File: config.mk
export PLATFORM = sky130hd
export DESIGN_NAME = spi_slave_rx_tx
export DESIGN_NICKNAME = d
export VERILOG_FILES = /design/src/rtl/spi_pkg.sv /design/src/rtl/spi_pin_sync.sv /design/src/rtl/spi_slave_rx_tx.sv
export SDC_FILE = /design/constraint.sdc
export NUM_CORES = 1
export LEC_CHECK = 0
export CAP_MARGIN = 20
export CORE_MARGIN = 4
export CORE_UTILIZATION = 30
export CTS_CLUSTER_SIZE = 8
export DETAILED_ROUTE_END_ITERATION = 10
export GPL_TIMING_DRIVEN = 0
export MAX_ROUTING_LAYER = met4
export PLACE_DENSITY = 0.5
export SLEW_MARGIN = 20
export SYNTH_ARGS = -nofsm -noshare
export SYNTH_HDL_FRONTEND = slang
export SYNTH_SLANG_ARGS = --single-unit
export TNS_END_PERCENT = 30
File: constraint.sdc
create_clock -name clk -period 2 [get_ports clk]
set_clock_uncertainty 0.05 [all_clocks]
set_input_delay 0.4 -clock clk [delete_from_list [all_inputs] [get_ports clk]]
set_output_delay 0.4 -clock clk [all_outputs]
set_load 0.02 [all_outputs]
File: src/rtl/spi_pkg.sv
// Shared SPI definitions: default frame width, bit counter width and the FSM state encoding.
package spi_pkg;

   localparam int DATA_W_DEF = 16;
   localparam int CNT_W      = 5;

   typedef enum logic [1:0] {
      IDLE,
      SHIFT,
      DONE,
      WAIT_CS
   } spi_state_t;

endpackage

File: src/rtl/spi_pin_sync.sv
// Synchroniser for one asynchronous SPI pin: STAGES-deep flop chain plus a previous-value flop,
// giving the synchronised level and single-cycle rise/fall events.
module spi_pin_sync #(
   parameter int   STAGES    = 2,
   parameter logic RESET_VAL = 1'b0
) (
   input  logic clk,
   input  logic rst,
   input  logic pin,
   output logic level,
   output logic rise,
   output logic fall
);

   logic [STAGES-1:0] chain;
   logic              prev;

   always_ff @(posedge clk or negedge rst) begin
      if (!rst) begin
         chain <= {STAGES{RESET_VAL}};
         prev  <= RESET_VAL;
      end else begin
         chain <= {chain[STAGES-2:0], pin};
         prev  <= chain[STAGES-1];
      end
   end

   assign level = chain[STAGES-1];
   assign rise  = chain[STAGES-1] & ~prev;
   assign fall  = ~chain[STAGES-1] & prev;

endmodule

File: src/rtl/spi_slave_rx_tx.sv
// Mode-0 SPI slave: oversampled pins, DATA_W-bit receive with valid pulse and simultaneous response transmit.
// Bit order is LSB-first unless SPI_SLAVE_MSB_FIRST_EN is defined.
module spi_slave_rx_tx
   import spi_pkg::*;
#(
   parameter int DATA_W      = DATA_W_DEF,
   parameter int SYNC_STAGES = 2
) (
   input  logic              clk,
   input  logic              rst,
   input  logic              spi_cs,
   input  logic              spi_sclk,
   input  logic              mosi,
   output logic              miso,
   input  logic [DATA_W-1:0] tx_data,
   input  logic              tx_load,
   output logic              tx_busy,
   output logic [DATA_W-1:0] rx_data,
   output logic              rx_valid,
   output logic [CNT_W-1:0]  bit_cnt,
   output logic              frame_err
);

   if (DATA_W > 31 || DATA_W < 2) begin : g_bad_data_w
      $error("spi_slave_rx_tx: DATA_W must be in 2..31");
   end
   if (SYNC_STAGES < 2) begin : g_bad_sync
      $error("spi_slave_rx_tx: SYNC_STAGES must be at least 2");
   end

   localparam logic [CNT_W-1:0] FULL_CNT = CNT_W'(DATA_W);

   logic cs_level, cs_rise, cs_fall;
   logic sclk_level, sclk_rise, sclk_fall;
   logic mosi_level, mosi_rise, mosi_fall;

   spi_pin_sync #(.STAGES(SYNC_STAGES), .RESET_VAL(1'b1)) u_sync_cs (
      .clk   (clk),
      .rst   (rst),
      .pin   (spi_cs),
      .level (cs_level),
      .rise  (cs_rise),
      .fall  (cs_fall)
   );

   spi_pin_sync #(.STAGES(SYNC_STAGES), .RESET_VAL(1'b0)) u_sync_sclk (
      .clk   (clk),
      .rst   (rst),
      .pin   (spi_sclk),
      .level (sclk_level),
      .rise  (sclk_rise),
      .fall  (sclk_fall)
   );

   spi_pin_sync #(.STAGES(SYNC_STAGES), .RESET_VAL(1'b0)) u_sync_mosi (
      .clk   (clk),
      .rst   (rst),
      .pin   (mosi),
      .level (mosi_level),
      .rise  (mosi_rise),
      .fall  (mosi_fall)
   );

   spi_state_t        state;
   logic [DATA_W-1:0] tx_buf;
   logic [DATA_W-1:0] tx_shift;
   logic [DATA_W-1:0] rx_shift;
   logic [DATA_W-1:0] rx_next;
   logic [DATA_W-1:0] tx_next;
   logic              tx_first;
   logic [CNT_W-1:0]  cnt_next;
   logic              final_rise;
   logic              unused_bits;

   // Shift direction and the MISO tap point are the only things the bit order changes.
`ifdef SPI_SLAVE_MSB_FIRST_EN
   assign rx_next     = {rx_shift[DATA_W-2:0], mosi_level};
   assign tx_next     = {tx_shift[DATA_W-2:0], 1'b0};
   assign tx_first    = tx_buf[DATA_W-1];
   assign unused_bits = ^{tx_shift[DATA_W-1], sclk_level, mosi_rise, mosi_fall};
`else
   assign rx_next     = {mosi_level, rx_shift[DATA_W-1:1]};
   assign tx_next     = {1'b0, tx_shift[DATA_W-1:1]};
   assign tx_first    = tx_buf[0];
   assign unused_bits = ^{tx_shift[0], sclk_level, mosi_rise, mosi_fall};
`endif

   assign cnt_next   = bit_cnt + CNT_W'(1);
   assign final_rise = sclk_rise && (cnt_next == FULL_CNT);

   // A final sclk rise wins over a coincident cs rise, so WAIT_CS leaves on the cs level
   // rather than on the (already consumed) rise event.
   always_ff @(posedge clk or negedge rst) begin
      if (!rst) begin
         state     <= IDLE;
         tx_buf    <= '0;
         tx_shift  <= '0;
         rx_shift  <= '0;
         rx_data   <= '0;
         rx_valid  <= 1'b0;
         frame_err <= 1'b0;
         bit_cnt   <= '0;
         miso      <= 1'b0;
         tx_busy   <= 1'b0;
      end else begin
         rx_valid  <= 1'b0;
         frame_err <= 1'b0;
         if (tx_load) begin
            tx_buf <= tx_data;
         end
         case (state)
            IDLE: begin
               miso    <= 1'b0;
               tx_busy <= 1'b0;
               if (cs_fall) begin
                  tx_shift <= tx_buf;
                  bit_cnt  <= '0;
                  miso     <= tx_first;
                  tx_busy  <= 1'b1;
                  state    <= SHIFT;
               end
            end
            SHIFT: begin
               tx_busy <= 1'b1;
               if (final_rise) begin
                  rx_shift <= rx_next;
                  bit_cnt  <= cnt_next;
                  state    <= DONE;
               end else if (cs_rise) begin
                  frame_err <= 1'b1;
                  rx_shift  <= '0;
                  bit_cnt   <= '0;
                  miso      <= 1'b0;
                  tx_busy   <= 1'b0;
                  state     <= IDLE;
               end else if (sclk_rise) begin
                  rx_shift <= rx_next;
                  bit_cnt  <= cnt_next;
               end else if (sclk_fall && bit_cnt < FULL_CNT) begin
                  tx_shift <= tx_next;
`ifdef SPI_SLAVE_MSB_FIRST_EN
                  miso     <= tx_next[DATA_W-1];
`else
                  miso     <= tx_next[0];
`endif
               end
            end
            DONE: begin
               rx_data  <= rx_shift;
               rx_valid <= 1'b1;
               bit_cnt  <= FULL_CNT;
               miso     <= 1'b0;
               state    <= WAIT_CS;
            end
            WAIT_CS: begin
               miso    <= 1'b0;
               tx_busy <= 1'b0;
               if (cs_level) begin
                  bit_cnt <= '0;
                  state   <= IDLE;
               end
            end
            default: begin
               state <= IDLE;
            end
         endcase
      end
   end

endmodule
# Yosys cells after proc, flatten, opt, wreduce, memory -nomap -nowiden
# Index checks and enable logic that the tools add are counted.
[classes] mux=34 magnitude_cmp=1 n_eq_ne=14 bitwise_logic=8 n_reduce_logical=12 add_sub_neg=1
[ops] cell="$mux W16" count=8
[ops] cell="$pmux W16 S2" count=1
[ops] cell="$mux W5" count=5
[ops] cell="$pmux W5 S4" count=1
[ops] cell="$mux W1" count=12
[ops] cell="$ne A2 B2 Y1 const B" count=5
[ops] cell="$ne A3 B3 Y1 const B" count=3
[ops] cell="$reduce_and A3 Y1" count=3
[ops] cell="$mux W2" count=4
[ops] cell="$pmux W2 S4" count=1
[ops] cell="$pmux W1 S3" count=2
[ops] cell="$reduce_and A6 Y1" count=1
[ops] cell="$reduce_bool A3 Y1" count=2
[ops] cell="$add A5 B1 Y5 const B" count=1
[ops] cell="$eq A5 B5 Y1 const B" count=1
[ops] cell="$lt A5 B5 Y1 const B" count=1
[ops] cell="$and A1 B1 Y1" count=4
[ops] cell="$eq A2 B2 Y1 const B" count=2
[ops] cell="$ne A4 B4 Y1 const B" count=1
[ops] cell="$not A1 Y1" count=4
[ops] cell="$eq A2 B1 Y1 const B" count=1
[ops] cell="$logic_and A1 B1 Y1" count=2
[ops] cell="$logic_not A2 Y1" count=1
[ops] cell="$ne A2 B1 Y1 const B" count=1
[ops] cell="3 further kinds" count=3
[totals] out_inout_bits=25 wordCells=85 register_bits=83

# Logic depth before layout (Yosys ltp)
# Gate-level depths: netlist (run 1).
[logic_depth] word_depth=8 mapped_depth=8 depth_no_buf=7

# By module
# From an unflattened synthesis (run 1), not the netlist that was laid out.
[hier_totals] cells_unflattened=303 hier_area_um2=3606.0
[by_module_without_submodules] module="spi_slave_rx_tx" seq_area_each_um2=1851.8 n_inst=1 area_each_um2=3331.9 cells_per_inst=288
[by_module_without_submodules] module="spi_pin_sync at u_sync_mosi ..." seq_area_each_um2=75.1 n_inst=2 area_each_um2=90.1 cells_per_inst=5
[by_module_without_submodules] module="spi_pin_sync at u_sync_cs" seq_area_each_um2=78.8 n_inst=1 area_each_um2=93.8 cells_per_inst=5

# Worst setup path after synthesis (run 1)
# OpenSTA, ideal clock, no wires.
[synth_path] path_kind="flip-flop to flip-flop" from="register bit_cnt[0]" to="register miso" arrival_ns=1.691 setup_slack_ns=0.134 required_time_ns=1.825 synth_period_minus_slack_ns=1.866 n_path_buf=0 setup_time_ns=0.125 path_stages_with_launch=7 path_cell_list="dfrtp_1 -> ha_1 -> xnor2_1 -> and3_4 -> nand3_2 -> o21ai_0 -> mux2_2"
[synth_between] elab_chain_len=5 word_cells_on_any_way=8
[synth_rtl] item="from (decl)" line="spi_slave_rx_tx.sv:20" text="output logic [CNT_W-1:0] bit_cnt,"
[synth_rtl] item="from (signal assigned)" line="spi_slave_rx_tx.sv:127" text="bit_cnt <= cnt_next;"
[synth_rtl] item="from (signal assigned)" line="spi_slave_rx_tx.sv:138" text="bit_cnt <= cnt_next;"
[synth_rtl] item="$add A5 B1 Y5" line="spi_slave_rx_tx.sv:88" text="assign cnt_next = bit_cnt + CNT_W'(1);"
[synth_rtl] item="$eq A5 B5 Y1" line="spi_slave_rx_tx.sv:89" text="assign final_rise = sclk_rise && (cnt_next == FULL_CNT);"
[synth_rtl] item="$logic_and A1 B1 Y1" line="spi_slave_rx_tx.sv:89"
[synth_rtl] item="$ne A2 B2 Y1 (no line)"
[synth_rtl] item="$reduce_and A3 Y1 (no line) (*)"
[synth_rtl] item="to (signal assigned)" line="spi_slave_rx_tx.sv:118" text="miso <= tx_first;"
[synth_rtl] item="to (signal assigned)" line="spi_slave_rx_tx.sv:144" text="miso <= tx_next[0];"
[synth_rtl] item="to (decl)" line="spi_slave_rx_tx.sv:14" text="output logic miso,"
# Mark *: on every way between the ends. The rest lies on a longest branch, timed or not.
# A chain may end at the register's enable or synchronous reset.

# Worst setup path after layout (run 1)
[layout_path] from="register bit_cnt[4]" to="output bit_cnt[4]"
# No word-level cell between the ends.

==> impl_metrics.py, run 1 <==
metrics = {
    "run_status": {
        "result_of_the_run": "finished clean",
    },
    "synthesis": {
        "post_synth_inst_count": 285,
        "yosys.area.top_type": "dfrtp_1",
        "post_synth_main_area_contributors": "dfrtp_1 (55%), mux2_2 (11%), mux2i_1 (4.2%)",
        "post_synth_edffs": 0,
        "library_cell_with_the_highest_instance_count_after_synthesis": "dfrtp_1",
        "synth.lib_cells_used.distinct": 43,
        "netlist_area_sq_um": 3590,
        "mappedNetlistNets": 314,
        "postSynth.topFlopCell": "dfrtp_1",
        "synth-seq-cells": 82,
        "yosysWarnings": 0,
        "seq_area_frac_synth": 0.573,
        "synth_async_sr_flop_share": 1.00,
        "yosysTopAreaCellShare": 0.551,
        "average_cell_area_after_synthesis_sq_um": 12.6,
        "synth.top_cells.by_count": "dfrtp_1 (79), nand2_1 (38), mux2_2 (36)",
    },
    "critical_path": {
        "worst-path-max-fanout": 4,
        "path_cells": "clkdlybuf4s50_1",
        "slowest_stage": "clkdlybuf4s50_1",
        "timing.critical_path.buf_inv": 1,
        "slowest_delay_ns": 0.65,
        "cp-end-kind": "output port",
        "category_of_the_most_critical_setup_path": "reg2out",
        "critPathArrivalTime_ns": 1.46,
        "cell_family_with_the_largest_share_of_critical_path_delay": "buffers and inverters",
        "setup.worst_path.start_class": "register",
        "cp_data_required_time_ns": 1.55,
    },
    "clock_tree": {
        "clkTransAtPathRegs_ns": 0.06,
        "cts-buffers-inserted": 9,
        "worst_skew_pair.late_latency_ns": 0.34,
        "cts_setup_buffers": 0,
        "numClockSinks": 82,
        "cts-root-to-sink-buffers": 2,
        "clock-root-buffer": "clkbuf_16",
        "tritoncts": "done",
        "cts_htree_levels": 3,
    },
    "cells_and_area": {
        "final_instance_area_sq_um": 4620,
        "finalNetCount": 373,
        "area_growth_from_synthesis_to_layout_pct": 28.7,
        "layout-drive-gt1-share": 0.307,
        "antenna_cells": 0,
    },
    "grt": {
        "grt_antenna_before_repair": 0,
        "grt_pass1_wl_um": 12000,
        "via_count_of_the_first_global_routing_pass": 2354,
        "maximum_number_of_pins_on_one_net_before_global_route_repair": 56,
        "grt_overflow_total": 0,
        "grt_usage": 0.109,
    },
    "detailed_routing": {
        "dr_total_vias": 2279,
        "post-route-drc-count": 0,
        "routed_wire_length_um": 6830,
        "routed_wirelength_normalized_by_instance_count_um": 13.9,
        "post_drt_via_cell_ratio": 4.63,
        "drt_iter0_markers": 128,
        "final_antenna_net_count": 0,
        "drt-pass1-iter-count": 4,
    },
    "placed_design": {
        "port-buffer-count": 45,
        "dpl-instance-area_sq_um": 4240,
        "hpwlAfterDp_um": 4730,
        "dpl_worst_slack_ns": -0.180,
        "routabilityCongestion": 0.833,
    },
    "floorplanning": {
        "io_pins": 47,
        "floorplan.initialDensity": 0.310,
        "die_width_um": 117,
        "die_area_sq_um": 13800,
        "std_cell_rows": 39,
        "coreArea_sq_um": 11600,
        "die_height_um": 117,
    },
    "power": {
        "cellPowerDensity_nw_per_um2": 1170,
        "totalPowerFinal_mw": 5.40,
        "vdd.ir_drop.worst_mv": 0.467,
        "leakage_nw": 1.98,
    },
    "sta": {
        "maximum_clock_rate_ghz": 0.524,
        "max-slew-margin-rel": 0.714,
        "final_hold_viol_count": 0,
        "worst_pin_slew_ns": 0.428,
        "finalWorstSetupSlack_ns": 0.0914,
        "slew_violations": 0,
        "final_worst_path_period_share": 0.954,
        "layout_min_cycle_time_ns": 1.91,
        "finalSetupViolations": 0,
    },
    "hold_path": {
        "path_class_of_the_lowest_slack_min_delay_path": "reg2reg",
    },
    "flow_run": {
        "drv.max_cap_violation_count": 0,
    },
}
-- state kept, by name, indices dropped and copies added (netlist names), named ones only --
name               count
tx_buf                16
tx_busy                1
u_sync_cs.chain        2
frame_err              1
rx_valid               1
u_sync_mosi.chain      2
rx_shift              16
u_sync_sclk.prev       1
u_sync_sclk.chain      2
tx_shift              15
rx_data               16
miso                   1
u_sync_cs.prev         1
bit_cnt                5
state                  1
-- metrics by stage --
step / instances / setup TNS [ns] / hold slack (ns) / utilization
6_report: 492 / 0 / 0.302 / 0.399
5_1_grt: 492 / -0.00742 / 0.314 / 0.399
4_1_cts: 491 / 0 / 0.306 / 0.394
3_5_place_dp: 474 / -2.51 / 0.286 / 0.367
3_3_place_gp: 473 / -211.21 / 0.286 / 0.365
2_1_floorplan: 285 / 0 / 0.0544 / -
-- metal layers --
metal | vias to the layer above | global-route usage | share of wire
met5 | - | - | 0
met3 | 10 | 0.0404 | 0.047
li1 | 1102 | - | -
met4 | 0 | 0.0308 | 0.012
met2 | 48 | 0.165 | 0.46
met1 | 1119 | 0.138 | 0.48
-- what timing repair did --
item                                    in CTS  in global routing
hold endpoints to repair                    27                  0
gates resized for setup                      4                 13
pin swaps                                    0                  1
hold buffers                                 1                  0
gates cloned                                 0                  1
endpoints found under the setup margin      29                 30
-- placed cells by master (no fill, tap or decap), types with 4 or more instances in the layout --
| cell | count |
|---|---|
| dfrtp_1 | 77 |
| inv_1 | 4 |
| a21oi_2 | 18 |
| mux2_2 | 36 |
| ha_1 | 4 |
| buf_2 | 5 |
| a21oi_1 | 12 |
| nand2_1 | 38 |
| mux2i_1 | 15 |
| clkbuf_16 | 9 |
| clkdlybuf4s50_1 | 44 |
| nor2_1 | 19 |
| nand3_1 | 4 |
| buf_6 | 4 |
-- path summary, 6_finish.rpt --
check | from | endpoint | slack [ns] | depth (start not counted)
worst max-delay path | bit_cnt[4]$_DFFE_PN0P_ | bit_cnt[4] | 0.09 | 1
worst min-delay path | u_sync_mosi.chain[0]$_DFF_PN0_ | u_sync_mosi.chain[1]$_DFF_PN0_ | 0.30 | 0
worst max register to register | register | miso$_DFFE_PN0P_ | 0.11 | 7
worst min register to register | u_sync_mosi.chain[0]$_DFF_PN0_ | u_sync_mosi.chain[1]$_DFF_PN0_ | 0.30 | 0
max in group asynchronous | rst | u_sync_cs.prev$_DFF_PN1_ | 0.77 | 3
min in group asynchronous | rst | rx_data[10]$_DFFE_PN0P_ | 0.48 | 2
-- power breakdown --
part / switching [mW] / internal [mW]
Sequential: 0.212 / 1.95
Combinational: 0.846 / 0.735
Clock: 0.647 / 1.00
Total: 1.71 / 3.69
-- layout make-up --
| type | instances | area (sq um) |
|---|---|---|
| Clock inverter | 4 | 51.3 |
| Timing Repair Buffer | 48 | 493 |
| Fill cell | 1128 | 6950 |
| Multi-Input combinational cell | 184 | 1460 |
| Tap cell | 143 | 179 |
| Buffer | 14 | 111 |
| Sequential cell | 82 | 2060 |
| Inverter | 5 | 18.8 |
| Clock buffer | 12 | 246 |
-- cells by family (layout without fill, tap and decap cells) --
group / Yosys count / in the layout / synth area share
flip-flops: 82 / 82 / 0.573
AND/OR/NAND/NOR: 72 / 72 / 0.0938
AO/OA/AOI/OAI: 51 / 51 / 0.109
multiplexers: 51 / 51 / 0.155
buffers and inverters: 19 / 83 / 0.0335
adder cells (fa/ha/maj): 7 / 7 / 0.0244
XOR/XNOR: 3 / 3 / 0.0115
No activity file was read; power rests on OpenSTA's default activity.
==> run 2: changes to the inputs <==
ABC_AREA = 1   (was default)
CTS_CLUSTER_SIZE = 30   (was 8)
==> run 2 against run 1 <==
The run now ends with negative hold slack left; final cell count grew 20%; core utilization shrank 0.38 points; highest routed layer unchanged; wire length grew 14%; total power grew 2.1%; largest cell class unchanged; worst setup slack gained 0.0095 ns; cell area shrank 0.54%; critical endpoint is now bit_cnt[0]; worst hold slack lost 0.31 ns.
==> impl_metrics.py, run 2 <==
metrics = {
    "run_status": {
        "result_of_the_run": "finished, violations left",
        "failing_checks": "negative hold slack",
    },
    "synthesis": {
        "post_synth_inst_count": 386,
        "synth-seq-cells": 82,
        "synth.top_cells.by_count": "dfrtp_1 (79), nand2_1 (67), inv_1 (45)",
        "synth_async_sr_flop_share": 1.00,
        "yosysTopAreaCellShare": 0.548,
        "yosys.area.top_type": "dfrtp_1",
        "seq_area_frac_synth": 0.570,
        "yosysWarnings": 0,
        "mappedNetlistNets": 415,
        "post_synth_edffs": 0,
        "library_cell_with_the_highest_instance_count_after_synthesis": "dfrtp_1",
        "synth.lib_cells_used.distinct": 27,
        "netlist_area_sq_um": 3610,
        "post_synth_main_area_contributors": "dfrtp_1 (55%), nand2_1 (7.0%), o21ai_0 (5.0%)",
        "postSynth.topFlopCell": "dfrtp_1",
        "average_cell_area_after_synthesis_sq_um": 9.35,
    },
    "floorplanning": {
        "die_area_sq_um": 13800,
        "floorplan.initialDensity": 0.311,
        "die_height_um": 118,
        "die_width_um": 118,
        "io_pins": 47,
        "coreArea_sq_um": 11600,
        "std_cell_rows": 39,
    },
    "sta": {
        "finalWorstSetupSlack_ns": 0.101,
        "final_worst_path_period_share": 0.950,
        "slew_violations": 0,
        "hold_ws_ns": -0.00847,
        "max-slew-margin-rel": 0.651,
        "maximum_clock_rate_ghz": 0.527,
        "worst_pin_slew_ns": 0.523,
        "final_hold_viol_count": 9,
        "sum_of_negative_setup_slack_ns": 0,
        "finalSetupViolations": 0,
        "rsz_0062_raised_after_global_routing": "no",
        "layout_min_cycle_time_ns": 1.90,
    },
    "power": {
        "leakage_nw": 2.13,
        "comb_power_share": 0.289,
        "cellPowerDensity_nw_per_um2": 1200,
        "vdd.ir_drop.worst_mv": 0.513,
        "totalPowerFinal_mw": 5.51,
        "netSwitchingPower_mw": 1.78,
        "swShare": 0.323,
        "p_int_mw": 3.73,
        "clkPwrFrac": 0.320,
        "power.sequential.fraction": 0.391,
    },
    "grt": {
        "via_count_of_the_first_global_routing_pass": 2823,
        "grt_pass1_wl_um": 13800,
        "maximum_number_of_pins_on_one_net_before_global_route_repair": 46,
        "grt_overflow_total": 0,
        "grt_usage": 0.126,
        "grt_antenna_before_repair": 0,
    },
    "clock_tree": {
        "cts_htree_levels": 3,
        "tritoncts": "done",
        "cts-root-to-sink-buffers": 2,
        "hold_buffers": 0,
        "cts-buffers-inserted": 9,
        "numClockSinks": 82,
        "clkTransAtPathRegs_ns": 0.06,
        "clock-root-buffer": "clkbuf_16",
        "worst_skew_pair.late_latency_ns": 0.33,
    },
    "placed_design": {
        "port-buffer-count": 46,
        "hpwlAfterDp_um": 5480,
        "dpl_worst_slack_ns": 0.107,
        "routabilityCongestion": 0.796,
        "dpl-instance-area_sq_um": 4270,
    },
    "flow_run": {
        "drv.max_cap_violation_count": 0,
    },
    "critical_path": {
        "slowest_delay_ns": 0.66,
        "rrSetupSlack_ns": 0.22,
        "r2r.worst_path.cells": 7,
        "regToRegStartpoint": "state[0]$_DFFE_PN0P_",
        "critical_path.reg2reg.endpoint": "tx_shift[13]$_DFFE_PN0P_",
        "critPathArrivalTime_ns": 1.45,
        "cp_data_required_time_ns": 1.55,
        "cell_family_with_the_largest_share_of_critical_path_delay": "buffers and inverters",
        "path_cells": "clkdlybuf4s50_1",
        "timing.critical_path.buf_inv": 1,
        "category_of_the_most_critical_setup_path": "reg2out",
        "cp-end-kind": "output port",
        "worst-path-max-fanout": 7,
        "slowest_stage": "clkdlybuf4s50_1",
        "setup.worst_path.start_class": "register",
    },
    "detailed_routing": {
        "post-route-drc-count": 0,
        "drt_iter0_markers": 117,
        "drt-pass1-iter-count": 6,
        "final_antenna_net_count": 0,
        "dr_total_vias": 2685,
        "routed_wire_length_um": 7800,
        "post_drt_via_cell_ratio": 4.54,
        "routed_wirelength_normalized_by_instance_count_um": 13.2,
    },
    "cells_and_area": {
        "area_growth_from_synthesis_to_layout_pct": 27.3,
        "finalNetCount": 473,
        "layout_common_cells": "dfrtp_1 (79), nand2_1 (67), inv_1 (45), clkdlybuf4s50_1 (45), o21ai_0 (36)",
        "top_regs": "rx_data (16), rx_shift (16), tx_buf (16)",
        "leading_cell_type_in_the_layout_fill_and_taps_excluded": "dfrtp_1",
        "layout-drive-gt1-share": 0.140,
        "final_instance_area_sq_um": 4590,
        "antenna_cells": 0,
        "fillerInstances": 1185,
    },
    "hold_path": {
        "path_class_of_the_lowest_slack_min_delay_path": "in2async",
    },
}
==> run 2: routing by layer <==
| layer | global-route usage | wire length, um | up-vias |
|---|---|---|---|
| met4 | 0.0396 | 55 | 0 |
| met3 | 0.0365 | 359 | 6 |
| met2 | 0.201 | 3780 | 60 |
| met5 | - | 0 | - |
| met1 | 0.155 | 3600 | 1269 |
| li1 | - | - | 1350 |
==> run 2: kinds of logic after synthesis <==
family / after synthesis / synth area share
adders and majority gates: 7 / 0.0243
muxes: 3 / 0.00936
AOI/OAI and AO/OA: 84 / 0.144
and+or+nand+nor: 141 / 0.169
DFF: 82 / 0.570
buffers and inverters: 69 / 0.0836
==> run 2: worst max-delay path by stage <==
| stage | from | end | cells past startpoint |
|---|---|---|---|
| floorplan | bit_cnt[0]$_DFFE_PN0P_ | tx_busy$_DFFE_PN0P_ | 11 |
| global placement | rst | bit_cnt[2]$_DFFE_PN0P_ | 1 |
| detailed placement | state[0]$_DFFE_PN0P_ | state[0]$_DFFE_PN0P_ | 6 |
| CTS | bit_cnt[0]$_DFFE_PN0P_ | bit_cnt[0] | 1 |
| global route | state[0]$_DFFE_PN0P_ | rx_data[7]$_DFFE_PN0P_ | 6 |
| finish | bit_cnt[0]$_DFFE_PN0P_ | bit_cnt[0] | 1 |
==> run 2: worst reg2reg max path: cells and delay by family (launching register included) <==
kind                     cells  cell delay, ns
buffers and inverters        2            0.38
AND/OR/NAND/NOR              2            0.33
adder cells (fa/ha/maj)      1            0.29
AO/OA/AOI/OAI                2            0.17
flip-flops                   1            0.43
==> run 2: metrics by stage <==
stage	std cells	util
2_1_floorplan	386	-
3_3_place_gp	575	0.366
6_report	592	0.395
4_1_cts	592	0.395
5_1_grt	592	0.395
3_5_place_dp	576	0.368
==> run 2: timing repair <==
| item | in CTS | in global routing |
|---|---|---|
| endpoints found under the setup margin | 0 | 10 |
| endpoints found under the hold margin | 0 | 0 |
| gates resized for setup | 0 | 2 |
| buffers inserted | 0 | 0 |
==> run 2: power groups by stage <==
| stage | clock [mW] | sequential, mW | combinational, mW |
|---|---|---|---|
| 2_1_floorplan | 0 | 2.17 | 1.16 |
| 3_3_place_gp | 0 | 2.17 | 1.59 |
| 3_5_place_dp | 0 | 2.18 | 1.61 |
| 4_1_cts | 1.83 | 2.15 | 1.62 |
| 5_1_grt | 1.90 | 2.20 | 1.81 |
| 6_report | 1.76 | 2.16 | 1.59 |
==> run 2: cell type report <==
cell class	instances	area [sq um]	area share
sequential	82	2060	0.448
inverter	50	188	0.0409
multi-input combinational	235	1250	0.272
buffer	19	115	0.0251
clock buffer	11	243	0.0528
tap	143	179	0.0390
clock inverter	5	77.6	0.0169
timing repair buffer	47	485	0.106
==> run 3: changes to the inputs <==
HOLD_SLACK_MARGIN = 0.15   (was default)
SKIP_LAST_GASP = 1   (was default)
==> run 3 against run 2 <==
The run now ends clean; sequential share of layout area is 0.097 points lower; count of clock-buffer cells in the layout did not move; sequential power about the same; first-iteration DRC count decreased by 2.6%; critical path depth is the same; critical path type unchanged; highest routed layer unchanged.
==> impl_metrics.py, run 3 (synthesized netlist as in run 2, its figures left out) <==
metrics = {
    "detailed_routing": {
        "routed_wire_length_um": 7810,
        "post_drt_via_cell_ratio": 4.56,
        "drt_iter0_markers": 114,
        "final_antenna_net_count": 0,
        "dr_total_vias": 2704,
        "drt-pass1-iter-count": 4,
        "routed_wirelength_normalized_by_instance_count_um": 13.2,
        "post-route-drc-count": 0,
    },
    "clock_tree": {
        "cts-buffers-inserted": 9,
        "clkTransAtPathRegs_ns": 0.06,
        "clock-root-buffer": "clkbuf_16",
        "cts_htree_levels": 3,
        "tritoncts": "done",
        "cts-root-to-sink-buffers": 2,
        "worst_skew_pair.late_latency_ns": 0.33,
        "numClockSinks": 82,
    },
    "grt": {
        "grt_antenna_before_repair": 0,
        "grt_overflow_total": 0,
        "grt_pass1_wl_um": 13800,
        "via_count_of_the_first_global_routing_pass": 2824,
        "grt_usage": 0.126,
        "maximum_number_of_pins_on_one_net_before_global_route_repair": 46,
    },
    "hold_path": {
        "path_class_of_the_lowest_slack_min_delay_path": "reg2reg",
        "worstHoldStart": "u_sync_mosi.chain[0]$_DFF_PN0_",
        "min_delay_path_depth": 0,
        "hold_path_end": "u_sync_mosi.chain[1]$_DFF_PN0_",
    },
    "critical_path": {
        "timing.critical_path.buf_inv": 1,
        "r2r.worst_path.cells": 7,
        "slowest_stage": "clkdlybuf4s50_1",
        "cp-end-kind": "output port",
        "category_of_the_most_critical_setup_path": "reg2out",
        "slowest_delay_ns": 0.66,
        "critical_path.reg2reg.endpoint": "tx_shift[6]$_DFFE_PN0P_",
        "critPathArrivalTime_ns": 1.45,
        "path_cells": "clkdlybuf4s50_1",
        "setup.worst_path.start_class": "register",
        "rrSetupSlack_ns": 0.22,
        "regToRegStartpoint": "state[0]$_DFFE_PN0P_",
        "worst-path-max-fanout": 7,
        "cp_data_required_time_ns": 1.55,
        "cell_family_with_the_largest_share_of_critical_path_delay": "buffers and inverters",
    },
    "floorplanning": {
        "io_pins": 47,
        "die_height_um": 118,
        "die_width_um": 118,
        "coreArea_sq_um": 11600,
        "die_area_sq_um": 13800,
        "std_cell_rows": 39,
        "floorplan.initialDensity": 0.311,
    },
    "cells_and_area": {
        "layout-drive-gt1-share": 0.140,
        "area_growth_from_synthesis_to_layout_pct": 27.6,
        "top_regs": "rx_data (16), rx_shift (16), tx_buf (16)",
        "final_instance_area_sq_um": 4600,
        "finalNetCount": 474,
        "leading_cell_type_in_the_layout_fill_and_taps_excluded": "dfrtp_1",
        "antenna_cells": 0,
        "multi_input_area_sq_um": 1250,
        "layout_common_cells": "dfrtp_1 (79), nand2_1 (67), inv_1 (45), clkdlybuf4s50_1 (45), o21ai_0 (36)",
        "layout.core_utilization": 0.396,
        "area.sequential_sq_um": 2060,
        "fillerInstances": 1185,
    },
    "sta": {
        "finalSetupViolations": 0,
        "layout_min_cycle_time_ns": 1.90,
        "sum_of_negative_setup_slack_ns": 0,
        "final_worst_path_period_share": 0.950,
        "worst_pin_slew_ns": 0.529,
        "rsz_0062_raised_after_global_routing": "no",
        "max-slew-margin-rel": 0.647,
        "maximum_clock_rate_ghz": 0.526,
        "slew_violations": 0,
        "final_hold_viol_count": 0,
    },
    "power": {
        "cellPowerDensity_nw_per_um2": 1200,
        "netSwitchingPower_mw": 1.79,
        "clkPwrFrac": 0.319,
        "comb_power_share": 0.290,
        "swShare": 0.324,
        "vdd.ir_drop.worst_mv": 0.514,
        "p_int_mw": 3.73,
        "leakage_nw": 2.14,
        "power.sequential.fraction": 0.391,
    },
    "placed_design": {
        "port-buffer-count": 46,
        "dpl-instance-area_sq_um": 4270,
        "routabilityCongestion": 0.796,
        "hpwlAfterDp_um": 5480,
    },
    "run_status": {
        "result_of_the_run": "finished clean",
    },
    "flow_run": {
        "drv.max_cap_violation_count": 0,
    },
}
## run 3: cell types whose count changed in the layout (fill, tap and decap cells not counted)
| cell | delta |
|---|---|
| dlygate4sd3_1 | +1 |
## run 3: routing by layer
layer  global-route usage  vias up  wire length [um]
met1                0.155     1287              3640
li1                     -     1352                 -
met4               0.0396        0                89
met2                0.201       58              3730
met5                    -        -                 0
met3               0.0365        7               348
## run 3: power by group through the flow
stage	clock [mW]	combinational (mW)	sequential, mW
2_1_floorplan	0	1.16	2.17
3_3_place_gp	0	1.59	2.17
3_5_place_dp	0	1.61	2.18
4_1_cts	1.83	1.62	2.15
5_1_grt	1.90	1.81	2.20
6_report	1.76	1.60	2.15
## run 3: worst reg2reg max path: stages (launching register included)
cell and delay, ns:
dfrtp_1 0.43, inv_1 0.11, ha_1 0.29, nand2_1 0.09
o21ai_1 0.09, nor3_4 0.24, buf_4 0.27, a21oi_2 0.08
## run 3: metrics by stage
stage                     power (mW)  worst slack, ns  hold WS [ns]  instances
after global routing            5.91          0.00294         0.309        593
after floorplan                 3.33            0.396        0.0544        386
after detailed placement        3.79            0.107         0.285        576
after CTS                       5.61           0.0720         0.298        593
final                           5.52           0.0998         0.300        593
after global placement          3.76            -2.58         0.285        575
## run 3: cell type report
type | count | area share
Timing Repair Buffer | 48 | 0.108
Clock inverter | 5 | 0.0169
Sequential cell | 82 | 0.447
Multi-Input combinational cell | 235 | 0.272
Inverter | 50 | 0.0408
Tap cell | 143 | 0.0389
Clock buffer | 11 | 0.0527
Buffer | 19 | 0.0250
## run 3: how the worst max path moves through the flow
stage / from / endpoint / slack [ns] / cells after the start
after detailed placement: state[0]$_DFFE_PN0P_ / state[0]$_DFFE_PN0P_ / 0.11 / 6
after global routing: state[0]$_DFFE_PN0P_ / rx_data[7]$_DFFE_PN0P_ / 0.003 / 6
after global placement: rst / bit_cnt[2]$_DFFE_PN0P_ / -2.58 / 1
final: bit_cnt[0]$_DFFE_PN0P_ / bit_cnt[0] / 0.1 / 1
after floorplan: bit_cnt[0]$_DFFE_PN0P_ / tx_busy$_DFFE_PN0P_ / 0.40 / 11
after CTS: bit_cnt[0]$_DFFE_PN0P_ / bit_cnt[0] / 0.07 / 1
## run 3: what timing repair did
action / in CTS / in global routing
resized for setup: 0 / 2
endpoints found under the hold margin: 34 / 0
hold buffers: 1 / 0
setup endpoints to repair: 0 / 10
setup buffers: 0 / 0
